`src/rtl/pc_reg_if.sv`:
```
// Fetch-side bundle for the program-counter register: the load request from
// the NPC mux / hazard unit and the PC views consumed by IF and exception logic.
interface pc_reg_if;
   logic        en;
   logic [31:0] NPC;
   logic [31:0] PC;
   logic [31:0] PC4;
   logic        align_err;
   logic        range_err;

   // Driver of the next-PC request (hazard unit / NPC mux side)
   modport master (
      output en,
      output NPC,
      input  PC,
      input  PC4,
      input  align_err,
      input  range_err
   );

   // The PC register itself
   modport slave (
      input  en,
      input  NPC,
      output PC,
      output PC4,
      output align_err,
      output range_err
   );
endinterface

```
`src/rtl/pc_reg.sv`:
```
// Program-counter register at the head of the IF stage. Loads NPC each cycle
// unless fetch is stalled, and exposes PC+4 plus combinational fetch-fault
// flags (misaligned PC, PC outside instruction memory).
module pc_reg #(
   parameter logic [31:0] RESET_PC = 32'h0000_0000,
   parameter logic [31:0] IM_BASE  = 32'h0000_0000,
   parameter logic [31:0] IM_BYTES = 32'h0000_1000
) (
   input  logic     clk,
   input  logic     rst,
   pc_reg_if.slave  bus
);

   logic [31:0] pc_q;
   logic [31:0] pc_d;
   logic [32:0] pc_offset;

   // Next PC: take NPC verbatim when enabled, otherwise hold (stall)
   always_comb begin
      pc_d = pc_q;
      if (bus.en) begin
         pc_d = bus.NPC;
      end
   end

   // PC register with synchronous active-low reset that overrides en/NPC
   always_ff @(posedge clk) begin
      if (!rst) begin
         pc_q <= RESET_PC;
      end else begin
         pc_q <= pc_d;
      end
   end

   // Offset of PC from the memory base in 33 bits: bit 32 set means PC < IM_BASE,
   // and IM_BASE + IM_BYTES never has to be formed, so it cannot overflow
   assign pc_offset     = {1'b0, pc_q} - {1'b0, IM_BASE};

   assign bus.PC        = pc_q;
   assign bus.PC4       = pc_q + 32'd4;
   assign bus.align_err = |pc_q[1:0];
   assign bus.range_err = pc_offset[32] || (pc_offset[31:0] >= IM_BYTES);

endmodule

```
`src/flat_wrapper.sv`:
```
// flat-port wrapper written by rule: the top's interface ports become plain ports
module pc_reg_flat 
#(
   parameter logic [31:0] RESET_PC = 32'h0000_0000,
   parameter logic [31:0] IM_BASE  = 32'h0000_0000,
   parameter logic [31:0] IM_BYTES = 32'h0000_1000
)
  (clk, rst, bus_en, bus_NPC, bus_PC, bus_PC4, bus_align_err, bus_range_err);
  pc_reg_if bus_i ();
  input  logic clk;
  input  logic rst;
  input wire logic [$bits(bus_i.en)-1:0] bus_en;
  input wire logic [$bits(bus_i.NPC)-1:0] bus_NPC;
  output wire logic [$bits(bus_i.PC)-1:0] bus_PC;
  output wire logic [$bits(bus_i.PC4)-1:0] bus_PC4;
  output wire logic [$bits(bus_i.align_err)-1:0] bus_align_err;
  output wire logic [$bits(bus_i.range_err)-1:0] bus_range_err;
  assign bus_i.en = bus_en;
  assign bus_i.NPC = bus_NPC;
  assign bus_PC = bus_i.PC;
  assign bus_PC4 = bus_i.PC4;
  assign bus_align_err = bus_i.align_err;
  assign bus_range_err = bus_i.range_err;
  pc_reg #(.RESET_PC(RESET_PC), .IM_BASE(IM_BASE), .IM_BYTES(IM_BYTES)) u_core (.clk(clk), .rst(rst), .bus(bus_i));
endmodule
```
`config.mk`:
```
export PLATFORM = sky130hd
export DESIGN_NAME = pc_reg_flat
export DESIGN_NICKNAME = d
export VERILOG_FILES = /design/src/rtl/pc_reg_if.sv /design/src/rtl/pc_reg.sv /design/src/flat_wrapper.sv
export SDC_FILE = /design/constraint.sdc
export NUM_CORES = 1
export LEC_CHECK = 0
export CAP_MARGIN = 20
export CORE_ASPECT_RATIO = 1.75
export CORE_UTILIZATION = 40
export CTS_CLUSTER_DIAMETER = 120
export DETAILED_ROUTE_END_ITERATION = 6
export GPL_TIMING_DRIVEN = 1
export MAX_ROUTING_LAYER = met4
export PLACE_DENSITY = 0.87
export SETUP_SLACK_MARGIN = 0.5
export SLEW_MARGIN = 20
export SYNTH_ARGS = -nofsm -noshare
export SYNTH_HDL_FRONTEND = slang
export SYNTH_SLANG_ARGS = --single-unit
```
`constraint.sdc`:
```
create_clock -name clk -period 2 [get_ports clk]
set_input_delay 0.2 -clock clk [delete_from_list [all_inputs] [get_ports clk]]
set_output_delay 0.2 -clock clk [all_outputs]
set_load 0.01 [all_outputs]
```
Word-level counts from Yosys, hierarchy flattened
Cells that the tools add are included.
{"block": "totals", "register_bits": 32, "out_inout_bits": 66}
{"block": "op_classes", "n_lt_le_gt_ge": 1, "n_reduce_logical": 1, "addsub": 1}
{"cell": "adder 32 x 3 -> 32 bit (second input constant)", "count": 1}
{"cell": ">= comparator 32 x 13 -> 1 bit (second input constant)", "count": 1}
{"cell": "OR reduction 2 bit", "count": 1}

Longest topological paths before layout
{"block": "depth", "ltp_word": 1, "depth_mapped": 6}

Worst setup path before layout
No wires, ideal clock.
{"block": "synth_path", "path_kind": "register to output", "start": "register u_core.pc_q[3] (netlist: u_core.bus.PC[3])", "end": "output bus_PC4[26]", "path_stages_with_launch": 6, "path_slack_ps": 254, "arrival_ps": 1546, "n_path_buf": 1, "path_cell_list": "dfxtp_1 > ha_1 > clkbuf_1 > nand3_1 > nor3_1 > xor2_1"}
{"block": "synth_via", "elab_chain_len": 1}
{"element": "from (decl)", "line_no": "pc_reg.sv:14", "rtl": "logic [31:0] pc_q;"}
{"element": "from (signal assigned)", "line_no": "pc_reg.sv:31", "rtl": "pc_q <= pc_d;"}
{"element": "adder 32 x 3 -> 32 bit", "line_no": "pc_reg.sv:40", "rtl": "assign bus.PC4 = pc_q + 32'd4;"}
{"element": "to (decl)", "line_no": "flat_wrapper.sv:15", "rtl": "output wire logic [$bits(bus_i.PC4)-1:0] bus_PC4;"}
Every way passes these cells.

Final worst setup path
{"block": "layout_path", "start": "register u_core.pc_q[15] (netlist: u_core.bus.PC[15])", "end": "output bus_PC4[25]"}
The elaborated chain is that of the path after synthesis.

==> qor.yml <==
yosys:
  avgSynthCellArea_um2: 9.384
  yosysTopAreaCellShare: 0.3346
  synth_top_cell_by_area: "dfxtp_1"
  seq_area_frac_synth: 0.3346
  synth_fp_nets: 241
  yosys_register_bits: 32
  yosys-top-cells-area: "dfxtp_1 33%, mux2i_1 17%, nor2b_1 10%"
  ys_types: 30
  ys_warn_count: 0
  syn_inst: 204
  synth_area_mm2: 0.001914
min_path:
  min_from: "bus_en"
  holdPathStages: 3
  hp-class: "input pin to flip-flop"
pwr:
  power_frac_seq: 0.418
  power_switching_uw: 520.9
  p_per_area_mw_per_mm2: 442.7
  power_uw: 1720
  ir_drop_uv: 549.2
  p_int_uw: 1199
  clockPowerShare: 0.282
  swShare: 0.3029
  leakage_uw: 0.001996
  combPwrFrac: 0.300
floorplan:
  dieArea_mm2: 0.005077
  dieWidth_um: 54.30
  pin_count: 101
  start_util: 0.4140
  fp.dieH_um: 93.52
  fp-row-count: 33
  core_area_mm2: 0.004624
route:
  drtPass1Iterations: 4
  totalWireLength_um: 8709
  drt_iter0_markers: 69
  wire_per_inst_um: 20.83
  num_vias: 2329
  drc: 0
  ant_nets: 0
  viasPerCell: 5.572
sta:
  rsz0062_at_grt: "true"
  setup_viol: 4
  setup_tns_ns: -0.3253
  fmax_ghz: 0.4634
  whs_ns: 0.4885
  setup_ws_ns: -0.1581
  skew_ns: 0
  min_period_ns: 2.158
  worst_pin_slew_ns: 0.5289
  drv_slew: 0
  finalCritPeriodShare: 1.079
  report.final.hold_viol_count: 0
  max-slew-margin-rel: 0.6474
status:
  violations: "setup timing"
  status: "finished with violations"
clock_network:
  cts_inserted_buffers: 5
  cts_tree: "yes"
  cts_buffer_depth: 2
  htree_levels: 2
  cts_hold_buf: 0
  clk_root_buffer_cell: "clkbuf_8"
  clk_latency_ns: 0.28
  clkSlewWorstSetupHoldPaths_ns: 0.07
  cts.sinks: 32
cells_and_area:
  largest_register_ffs: 32
  layout.nets: 402
  antenna_cells: 0
  drive_gt1_frac: 0.4809
  areaGrowthSynthToFinish_pct: 102.9
  finalNonFillerCells: 418
global_routing:
  antenna_found_initial: 0
  grt.total_usage: 0.3315
  grt_max_degree: 33
  grt_overflow: 0
  grt_pass1_vias: 2307
  grt_pass1_wl_um: 11570
critical_path:
  setup.worst_path.start: "u_core.bus.PC[15]"
  crit_family: "simple AND/OR/NAND/NOR gates"
  slowest_delay_ns: 0.39
  cp-start-kind: "flip-flop"
  path_depth: 7
  reg2reg_from: "u_core.bus.PC[19]"
  slowest_stage: "dfxtp_4"
  path_class: "flip-flop to output pin"
  cp_max_fo: 5
  cp_num_buf_inv: 3
  crit_arrival_ns: 1.96
  crit_chain: "nand3_4 -> nor4_4 -> buf_4 -> buf_6 -> nand3_1 -> xnor2_2 -> buf_2"
  rr_worst_depth: 4
  worstPathRequired_ns: 1.80
  cp-end-kind: "output pin"
place:
  io_buffers: 100
  post-place-ws_ns: -0.1099
  gp_congestion: 0.8712
  place_inst: 376
  hpwl_um: 4687
flow_run:
  cap_violations: 0
[cells in the mapped netlist (all sizes together)]
cell and n:
and2 1, and3 8, and4 2, buf 7
clkbuf 6, dfxtp 32, ha 2, inv 2
mux2i 32, nand2 9, nand3 13, nand4 10
nand4b 2, nor2 4, nor2b 32, nor3 5
nor3b 1, nor4 7, or2 1, xnor2 18
xor2 10
[timing repair]
action,4_1_cts,5_1_grt
endpoints found under the setup margin,51,36
pin swaps,40,23
buffers inserted,17,17
gates resized for setup,205,36
[layer usage]
layer,routed length (um),track usage,share of wire
met5,0,-,0
met4,624,0.2179,0.072
met3,406,0.07317,0.047
met2,4752,0.5691,0.55
met1,2925,0.3096,0.34
[cell usage in the layout, fill, tap and decap left out, types with 8 or more instances in the layout]
cell	count
nand4_1	9
xnor2_2	12
dfxtp_1	8
dfxtp_2	9
mux2i_1	32
buf_4	38
buf_2	30
nor2b_1	32
buf_6	25
dfxtp_4	15
clkdlybuf4s50_1	42
xor2_1	10
dlygate4sd2_1	21
[worst register-to-register path, stage by stage (launching register included)]
cell     delay, ns
dfxtp_4       0.36
buf_6         0.12
buf_8         0.13
mux2i_1       0.23
nor2b_1       0.10
[final timing paths]
path,slack [ns],endpoint
setup / recovery,-0.16,bus_PC4[25]
hold / removal,0.49,u_core.bus.PC[4]
setup reg to reg,0.95,u_core.bus.PC[19]
hold reg to reg,0.57,u_core.bus.PC[0]
[power groups by stage]
stage / clock [uW] / sequential [uW] / combinational [uW]
global route: 521 / 722 / 545
finish: 485 / 719 / 516
CTS: 476 / 714 / 463
global placement: 0 / 721 / 488
floorplan: 0 / 761 / 156
detailed placement: 0 / 725 / 497
[cells by family after synthesis]
family	synth area share
flip-flops	0.3346
multiplexers	0.1673
XOR/XNOR	0.1281
AND/OR/NAND/NOR	0.3157
buffers and inverters	0.04117
adder cells (fa/ha/maj)	0.01307
[per-stage QoR]
step / cell area (um^2) / util
final: 3885 / 0.8401
after global routing: 3885 / 0.8401
after CTS: 3601 / 0.7787
after detailed placement: 3287 / 0.7108
after floorplan: 2043 / -
after global placement: 3287 / 0.7108
[final cells by class]
class | instances | area [um^2]
fillers | 242 | 739.5
flip-flops and latches | 32 | 708.2
repair buffers | 167 | 1481
clock buffers | 7 | 76.32
clock inverters | 1 | 3.754
well taps | 52 | 65.06
multi-input cells | 157 | 1540
inverters | 2 | 10.01
Power figures use the tool's default switching activity.
